File: src/rtl/ctrl_frame_decoder.sv
// Frame decoder: locks onto the 12/16/4 strobe spacing and captures three words per frame.
// Optional error counter output o_err_count is enabled by defining CTRL_FRAME_STATS_EN.
module ctrl_frame_decoder #(
  parameter int WIDTH   = 8,
  parameter int GAP0    = 12,
  parameter int GAP1    = 16,
  parameter int GAP2    = 4,
  parameter int TIMEOUT = 64
) (
  input  logic             clock,
  input  logic             reset,
  input  logic             i_ctrl,
  input  logic [WIDTH-1:0] i_data,
  output logic [WIDTH-1:0] o_slot0,
  output logic [WIDTH-1:0] o_slot1,
  output logic [WIDTH-1:0] o_slot2,
  output logic             o_frame_valid,
  output logic             o_locked,
  output logic             o_err
`ifdef CTRL_FRAME_STATS_EN
  ,
  output logic [7:0]       o_err_count
`endif
);

  // state  | meaning
  // SEARCH | not locked, waiting for a GAP0 strobe (after the first one seen)
  // EXP0   | locked, next strobe should be slot 0 (GAP0 after slot 2)
  // EXP1   | slot 0 captured, next strobe should be slot 1
  // EXP2   | slot 1 captured, next strobe should be slot 2
  localparam logic [1:0] S_SEARCH = 2'd0;
  localparam logic [1:0] S_EXP0   = 2'd1;
  localparam logic [1:0] S_EXP1   = 2'd2;
  localparam logic [1:0] S_EXP2   = 2'd3;

  localparam logic [6:0] L_GAP0   = 7'(GAP0);
  localparam logic [6:0] L_GAP1   = 7'(GAP1);
  localparam logic [6:0] L_GAP2   = 7'(GAP2);
  localparam logic [6:0] L_CNTMAX = 7'(TIMEOUT - 1);

  logic [1:0]       r_state;
  logic [6:0]       r_gap_cnt;
  logic             r_seen;
  logic [WIDTH-1:0] r_shadow0;
  logic [WIDTH-1:0] r_shadow1;

  logic [1:0] w_state_nxt;
  logic [6:0] w_gap;
  logic       w_cap0;
  logic       w_cap1;
  logic       w_frame;
  logic       w_err;

  // Gap counts the strobe cycle itself, hence the +1; TIMEOUT <= 127 keeps it in 7 bits.
  assign w_gap = r_gap_cnt + 7'd1;

  always_comb begin
    w_state_nxt = r_state;
    w_cap0      = 1'b0;
    w_cap1      = 1'b0;
    w_frame     = 1'b0;
    w_err       = 1'b0;
    if (i_ctrl) begin
      case (r_state)
        S_SEARCH: begin
          if (r_seen && (w_gap == L_GAP0)) begin
            w_cap0      = 1'b1;
            w_state_nxt = S_EXP1;
          end
        end
        S_EXP0: begin
          if (w_gap == L_GAP0) begin
            w_cap0      = 1'b1;
            w_state_nxt = S_EXP1;
          end else begin
            w_err       = 1'b1;
            w_state_nxt = S_SEARCH;
          end
        end
        S_EXP1: begin
          if (w_gap == L_GAP1) begin
            w_cap1      = 1'b1;
            w_state_nxt = S_EXP2;
          end else begin
            w_err       = 1'b1;
            w_state_nxt = S_SEARCH;
          end
        end
        S_EXP2: begin
          if (w_gap == L_GAP2) begin
            w_frame     = 1'b1;
            w_state_nxt = S_EXP0;
          end else begin
            w_err       = 1'b1;
            w_state_nxt = S_SEARCH;
          end
        end
        default: w_state_nxt = S_SEARCH;
      endcase
    end else if ((r_state != S_SEARCH) && (r_gap_cnt == L_CNTMAX)) begin
      // Timeout fires only while tracking; SEARCH sits quietly at saturation.
      w_err       = 1'b1;
      w_state_nxt = S_SEARCH;
    end
  end

  always_ff @(posedge clock or posedge reset) begin
    if (reset) begin
      r_state       <= S_SEARCH;
      r_gap_cnt     <= 7'd0;
      r_seen        <= 1'b0;
      r_shadow0     <= '0;
      r_shadow1     <= '0;
      o_slot0       <= '0;
      o_slot1       <= '0;
      o_slot2       <= '0;
      o_frame_valid <= 1'b0;
      o_locked      <= 1'b0;
      o_err         <= 1'b0;
    end else begin
      r_state <= w_state_nxt;
      if (i_ctrl) begin
        r_gap_cnt <= 7'd0;
        r_seen    <= 1'b1;
      end else if (r_gap_cnt != L_CNTMAX) begin
        r_gap_cnt <= r_gap_cnt + 7'd1;
      end
      if (w_cap0) r_shadow0 <= i_data;
      if (w_cap1) r_shadow1 <= i_data;
      if (w_frame) begin
        o_slot0  <= r_shadow0;
        o_slot1  <= r_shadow1;
        o_slot2  <= i_data;
        o_locked <= 1'b1;
      end else if (w_err) begin
        o_locked <= 1'b0;
      end
      o_frame_valid <= w_frame;
      o_err         <= w_err;
    end
  end

`ifdef CTRL_FRAME_STATS_EN
  always_ff @(posedge clock or posedge reset) begin
    if (reset) begin
      o_err_count <= 8'd0;
    end else if (w_err && (o_err_count != 8'hFF)) begin
      o_err_count <= o_err_count + 8'd1;
    end
  end
`endif

endmodule

File: config.mk
export PLATFORM = sky130hd
export DESIGN_NAME = ctrl_frame_decoder
export DESIGN_NICKNAME = d
export VERILOG_FILES = /design/src/rtl/ctrl_frame_decoder.sv
export SDC_FILE = /design/constraint.sdc
export NUM_CORES = 1
export LEC_CHECK = 0
export BUFFER_PORTS_ARGS = -buffer_cell sky130_fd_sc_hd__clkbuf_2
export CAP_MARGIN = 20
export CORE_AREA = 2 2 75 77
export CTS_BUF_LIST = sky130_fd_sc_hd__clkbuf_8
export CTS_CLUSTER_SIZE = 30
export DETAILED_ROUTE_END_ITERATION = 7
export DIE_AREA = 0 0 77 79
export PLACE_DENSITY = 0.65
export SYNTH_ARGS = -nofsm -noshare
export SYNTH_HDL_FRONTEND = slang
export SYNTH_SLANG_ARGS = --single-unit
File: constraint.sdc
create_clock -name clock -period 2.3 [get_ports clock]
set_input_delay 0.575 -clock clock [delete_from_list [all_inputs] [get_ports clock]]
set_output_delay 0.575 -clock clock [all_outputs]
set_load 0.05 [all_outputs]
[After elaboration in Yosys (flattened, before gate mapping)]
Cells that the tools add are included.
Operators by class
  add/subtract/negate cells: 1
  equality and inequality tests: 9
  multiplexer cells: 27
  reductions and logical operators: 8
Operators by type and width (number)
  1-bit two-way mux: 17
  7-bit two-way mux: 2
  2-bit two-way mux: 5
  2-bit one-hot mux with 4 select lines: 1
  2-bit nonzero test: 4
  7-bit by 1-bit adder with 7-bit output (second input constant): 1
  7-bit by 3-bit == test with 1-bit output (second input constant): 1
  7-bit by 4-bit == test with 1-bit output (second input constant): 1
  7-bit by 5-bit == test with 1-bit output (second input constant): 1
  7-bit by 6-bit == test with 1-bit output (second input constant): 1
  7-bit by 6-bit inequality test with 1-bit output (second input constant): 1
  2-bit == test (second input constant): 2
  3-bit inequality test (second input constant): 1
  1-bit one-hot mux with 3 select lines: 1
  2-bit by 1-bit == test with 1-bit output (second input constant): 1
  1-bit logical AND: 2
  2-bit zero test: 1
  1-bit one-hot mux with 2 select lines: 1
  2-bit AND reduction: 1
Storage, ports and cells
  flip-flop bits (word level): 53
  input bits: 11
  output and inout port bits: 27
  word-level logic and storage cells: 56

[Depth between registers and ports, before layout]
Gate-level depths: netlist of the first run.
  word-level depth: 7
  depth in mapped cells: 9

[Worst setup path after synthesis of the first run]
Ideal clock, no wire load.
  path kind: register to register
  from: register r_gap_cnt[0]
  to: register r_shadow0[1]
  library setup time: 0.125 ns
  data arrival time: 1.861 ns
  data required time: 2.175 ns
  setup slack: 0.314 ns
  cell stages (with the launch flop): 7
  buffers on the path: 1
  period minus slack after synthesis: 1.986 ns
  cells stage by stage: dfrtp_1 ha_1 clkbuf_2 xor2_1 nand4b_1 nor3_4 mux2_2
Between the ends
  cells in the longest elaborated chain, start to end: 6
  elaborated cells on any way between the ends: 7
Ends and longest elaborated chain
  start: declaration: line 42  | logic [6:0] r_gap_cnt;
  start signal: assignment: line 126  | r_gap_cnt <= r_gap_cnt + 7'd1;
  7-bit by 1-bit adder with 7-bit output (*): line 55  | assign w_gap = r_gap_cnt + 7'd1;
  7-bit by 4-bit == test with 1-bit output (*): line 66, 72
  1-bit logical AND: line 66  | if (r_seen && (w_gap == L_GAP0)) begin
  1-bit two-way mux: line 66
  1-bit one-hot mux with 2 select lines (*): line 64  | case (r_state)
  1-bit two-way mux (*): line 63  | if (i_ctrl) begin
  end signal: assignment: line 128  | if (w_cap0) r_shadow0 <= i_data;
  end: declaration: line 44  | logic [WIDTH-1:0] r_shadow0;
Every way passes the cells marked *; elsewhere a longest branch is shown, timed or not.
A chain may end at the register's enable or synchronous reset.

[Worst setup path in the final report of the first run]
Same ends and word-level chain as after synthesis.

==> impl_metrics.toml, run 1 <==
[outcome]
outcome = "completed"

[clock_network]
cts.hold.buffers_added = 0
insertion_delay_ps = 320
cts_root_buf = "clkbuf_8"
clockBufferDepth = 2
cts_tree = "built"
cts_buffers = 5
cts.sinks = 53
cts_resized = 0
cts_setup_buffers = 0
h-tree-depth = 2
clk_pin_slew_ps = 100

[critical_path]
crit_fanout = 9
critical_path.startpoint_type = "flop"
slowest_stage = "dfrtp_1"
critPathKind = "flop to flop"
cp_slowest_stage_delay_ps = 450
cp.required_ps = 2500
r2r-end = "r_shadow0[1]"
cp_cell_sequence = "ha_1, xor2_1, nand4b_1, nor3_4, mux2_2"
crit_path_start = "r_gap_cnt[0]"
r2r_start = "r_gap_cnt[0]"
critical_path_arrival_ps = 2330
r2r_setup_slack_ps = 180
ff2ff_path_depth = 5
cp-end-kind = "flop"

[drt]
drc_errors = 0
first_iter_violations = 110
wl_per_cell_um = 12.9
viasPerCell = 4.96
antenna_left = 0
met1Wirelength_um = 2120
vias = 1660
wl_um = 4320
firstDrtPassIters = 4
met2_length_um = 1970
top_layer = "met4"
route.met3.wl_um = 173

[floorplanning]
die_h_um = 79
initial_utilization_pct = 43.6
die_w_um = 77
io_pins = 38
row_count = 27
core_um2 = 5340
dieArea_um2 = 6080

[placement]
pre_cts_ws_ps = 165
gp_congestion = 0.823
numPortBuffers = 37
dp_hpwl_um = 3010

[sta]
setup_tns_ps = 0
hold_violations = 0
worst_pin_slew_ps = 481
clock_skew_ps = 11.2
setup_slack_ps = 175
period_minus_slack_ps = 2120
setup_viol = 0
relSlewSlack_pct = 67.9
period_share_pct = 92.4
fmax_mhz = 471
drv_slew = 0
rsz0062_at_grt = "false"

[finish]
diodes = 0
fillers = 512
mostFrequentLayoutCells = "nand2_1 (80), dfrtp_1 (53), clkbuf_2 (37)"
final_common_cell = "nand2_1"
drive_gt1_share_pct = 28.1
area_growth_pct = 16.1
fin_nets = 275
multi_input_area_um2 = 950
seqCellArea_um2 = 1330

[logic_synthesis]
synth-compound-area-share_pct = 5.75
synth_top_area_cell = "dfrtp_1"
ys.flop_type = "dfrtp_1"
muxShareOfSynthArea_pct = 7.74
synth_cells = 222
synth_seq_cells = 53
synth.area.top_cells = "dfrtp_1 (57%), nand2_1 (13%), mux2_2 (6.8%), nor2_1 (1.6%), a21oi_1 (1.5%)"
syn_area_um2 = 2330
synth_top_area_share_pct = 57.0
async_flop_share_pct = 100
synth_fa_ha_area_share_pct = 1.07
syn_area_per_cell_um2 = 10.5
syn_nets = 235
synth.distinct_cells = 40
yosys.area_share.simple_pct = 23.2
synth_edf_count = 0
seq_area_frac_synth_pct = 57.0
synthXorXnorAreaFrac_pct = 3.06
yosys_warnings = 0
synth_top_family_by_area = "simple AND/OR/NAND/NOR gates"

[power_and_ir_drop]
cellLeakagePower_nw = 1.45
peakVddDrop_uv = 245
power_density_nw_per_um2 = 572

[global_routing]
antenna_found_initial = 0
grt_util_all_layers_pct = 15.3
grt_max_degree = 27
grt_pass1_wl_um = 7310
grt_pass1_vias = 1520
overflow = 0

[job]
drv_cap = 0

[min_path]
hold_class = "input pin to asynchronous set/reset pin"
## report_power, final
group / switching [mW] / leakage [nW] / internal [mW]
Sequential: 0.00743 / 0.733 / 0.936
Combinational: 0.0420 / 0.672 / 0.0197
Clock: 0.321 / 0.0447 / 0.220
## logic make-up after synthesis
family | after synthesis
xor+xnor | 6
flops | 53
buf+inv | 11
fa+ha+maj | 2
simple gates | 116
compound gates | 18
mux | 16
## cell type report
cell class | instances | area share (%)
clock inverter | 3 | 0.926
clock buffer | 5 | 2.55
timing repair buffer | 42 | 8.70
multi-input combinational | 158 | 35.1
sequential | 53 | 49.1
inverter | 2 | 0.278
tap | 72 | 3.33
## layer usage
metal,global-route usage (%),vias to the layer above
li1,-,821
met1,20.3,804
met2,24.5,29
met3,3.86,6
met4,5.89,0
met5,0,-
## synthesized netlist by cell type, types with 2 or more instances
library cell and n:
or3_1 2, nand2_1 80, clkbuf_1 4, inv_1 2, mux2_1 2, ha_1 2, xor2_1 3, and3_1 3
nor2_1 10, o211ai_1 2, clkbuf_2 2, dfrtp_1 53, buf_4 2, nor3b_1 2, a21oi_1 7, mux2_2 14
and4b_1 2, nand3_1 7, xnor2_1 2
## flip-flops by register name, indices dropped and copies added (netlist names)
| register | cells |
|---|---|
| o_locked | 1 |
| r_seen | 1 |
| o_slot0 | 8 |
| o_frame_valid | 1 |
| r_gap_cnt | 7 |
| o_err | 1 |
| r_shadow1 | 8 |
| r_shadow0 | 8 |
| o_slot2 | 8 |
| o_slot1 | 8 |
| r_state | 2 |
## worst max-delay path by stage
stage / end / cells past startpoint
finish: r_shadow0[1] / 5
floorplan: r_shadow0[1] / 6
global placement: r_shadow0[1] / 5
global route: r_shadow0[1] / 5
detailed placement: r_shadow0[6] / 5
CTS: r_shadow0[1] / 5
## per-stage QoR
step / utilization, % / hold WS [ps] / power (mW) / instance area (um^2) / cells
after floorplan: - / 439 / 0.998 / 2330 / 222
after global placement: 48.9 / 449 / 1.03 / 2610 / 327
after detailed placement: 48.9 / 455 / 1.03 / 2610 / 327
after CTS: 50.6 / 266 / 1.56 / 2700 / 335
after global routing: 50.6 / 292 / 1.61 / 2700 / 335
final: 50.6 / 249 / 1.55 / 2700 / 335
## worst max-delay path, delay by kind of cell (launching register included)
kind	cells	cell delay [ps]
muxes	1	380
adders and majority gates	1	300
and+or+nand+nor	2	620
DFF	1	450
xor gates and xnor gates	1	260
Power figures use the tool's default switching activity.
==> run 2: changes to the inputs <==
--- a/config.mk
+++ b/config.mk
@@ -5,14 +5,15 @@
 export SDC_FILE = /design/constraint.sdc
 export NUM_CORES = 1
 export LEC_CHECK = 0
+export ABC_AREA = 0
 export BUFFER_PORTS_ARGS = -buffer_cell sky130_fd_sc_hd__clkbuf_2
 export CAP_MARGIN = 20
 export CORE_AREA = 2 2 75 77
-export CTS_BUF_LIST = sky130_fd_sc_hd__clkbuf_8
 export CTS_CLUSTER_SIZE = 30
 export DETAILED_ROUTE_END_ITERATION = 7
 export DIE_AREA = 0 0 77 79
 export PLACE_DENSITY = 0.65
+export REMOVE_ABC_BUFFERS = 1
 export SYNTH_ARGS = -nofsm -noshare
 export SYNTH_HDL_FRONTEND = slang
 export SYNTH_SLANG_ARGS = --single-unit
==> impl_metrics.toml, run 2 (synthesized netlist as in run 1, its figures left out) <==
[outcome]
outcome = "completed"

[drt]
wl_um = 4470
wl_per_cell_um = 13.3
viasPerCell = 4.95
first_iter_violations = 69
drc_errors = 0
firstDrtPassIters = 4
antenna_left = 0
vias = 1663

[power_and_ir_drop]
seqPwrFrac_pct = 60.9
power_density_nw_per_um2 = 574
peakVddDrop_uv = 432
cellLeakagePower_nw = 1.46
netSwitchingFraction_pct = 22.5
pwr-share-clk_pct = 35.1
design_power_total_mw = 1.55
netSwitchingPower_uw = 349
p_int_mw = 1.20
power_frac_comb_pct = 3.9

[critical_path]
critical_path.startpoint_type = "flop"
critical_path_arrival_ps = 2320
cp.required_ps = 2500
cp-end-kind = "flop"
crit_fanout = 9
critPathKind = "flop to flop"

[finish]
final_common_cell = "nand2_1"
multi_input_area_um2 = 950
diodes = 0
mostFrequentLayoutCells = "nand2_1 (80), dfrtp_1 (53), clkbuf_2 (37)"
instances_no_fill = 336
seqCellArea_um2 = 1330
fin_nets = 276
fillers = 544
final_cell_area_um2 = 2700
fin_util_pct = 50.6
area_growth_pct = 16.0
drive_gt1_share_pct = 28.4

[floorplanning]
initial_utilization_pct = 43.6
io_pins = 38
die_h_um = 79
dieArea_um2 = 6080
row_count = 27
die_w_um = 77
core_um2 = 5340

[min_path]
hold_class = "input pin to asynchronous set/reset pin"

[clock_network]
cts_tree = "built"
clk_pin_slew_ps = 100
h-tree-depth = 2
insertion_delay_ps = 300
clockBufferDepth = 2
cts_buffers = 5
cts.hold.buffers_added = 0
cts_resized = 0
cts.sinks = 53
cts_setup_buffers = 0
cts_root_buf = "clkbuf_8"

[sta]
setup_slack_ps = 182
period_share_pct = 92.1
hold_violations = 0
setup_viol = 0
hold_ws_ps = 241
setup_tns_ps = 0
period_minus_slack_ps = 2120
rsz0062_at_grt = "false"
relSlewSlack_pct = 61.7
fmax_mhz = 472
worst_pin_slew_ps = 571
clock_skew_ps = 9.89
drv_slew = 0

[global_routing]
overflow = 0
grt_pass1_vias = 1669
grt_pass1_wl_um = 7780
antenna_found_initial = 0
grt_max_degree = 21
grt_util_all_layers_pct = 16.3

[placement]
placed_cells = 328
pre_cts_ws_ps = 124
dp_hpwl_um = 3140
numPortBuffers = 37
gp_congestion = 0.877
placed_area_um2 = 2600

[job]
drv_cap = 0
==> run 2: routing by layer <==
| layer | vias to the layer above | share of wire, % | GRT usage, % |
|---|---|---|---|
| li1 | 824 | - | - |
| met1 | 801 | 45 | 20.0 |
| met2 | 34 | 50 | 27.8 |
| met3 | 4 | 4.1 | 4.32 |
| met4 | 0 | 0.98 | 6.43 |
| met5 | - | 0 | 0 |
==> run 2: area by class of cell <==
class / count / area share, %
clock buffers: 6 / 3.06
repair buffers: 43 / 8.53
clock inverters: 2 / 0.510
flip-flops and latches: 53 / 49.1
well taps: 72 / 3.34
inverters: 2 / 0.278
multi-input cells: 158 / 35.2
==> run 2: worst max-delay path, stage by stage (launching register included) <==
cell,delay [ps]
dfrtp_1,450
ha_1,310
xor2_1,250
nand4b_1,190
nor3_4,430
mux2_2,390
==> run 2: final timing paths <==
path | endpoint | slack, ps | from | cells past startpoint
worst min-delay path | r_shadow1[4] | 240 | reset | 2
worst max-delay path | r_shadow0[1] | 180 | r_gap_cnt[0] | 5
max in group asynchronous | o_slot0[2] | 1460 | reset | 3
worst max register to register | r_shadow0[1] | 180 | r_gap_cnt[0] | 5
worst min register to register | o_slot0[0] | 470 | r_shadow0[0] | 2
min in group clock | o_slot0[0] | 470 | r_shadow0[0] | 2
==> run 2: power groups by stage <==
| stage | registers (mW) | logic (mW) | clock network [mW] |
|---|---|---|---|
| after floorplan | 0.961 | 0.0352 | 0 |
| after detailed placement | 0.962 | 0.0625 | 0 |
| after global routing | 0.946 | 0.0706 | 0.608 |
| after CTS | 0.944 | 0.0625 | 0.561 |
| final | 0.944 | 0.0610 | 0.544 |
| after global placement | 0.962 | 0.0618 | 0 |
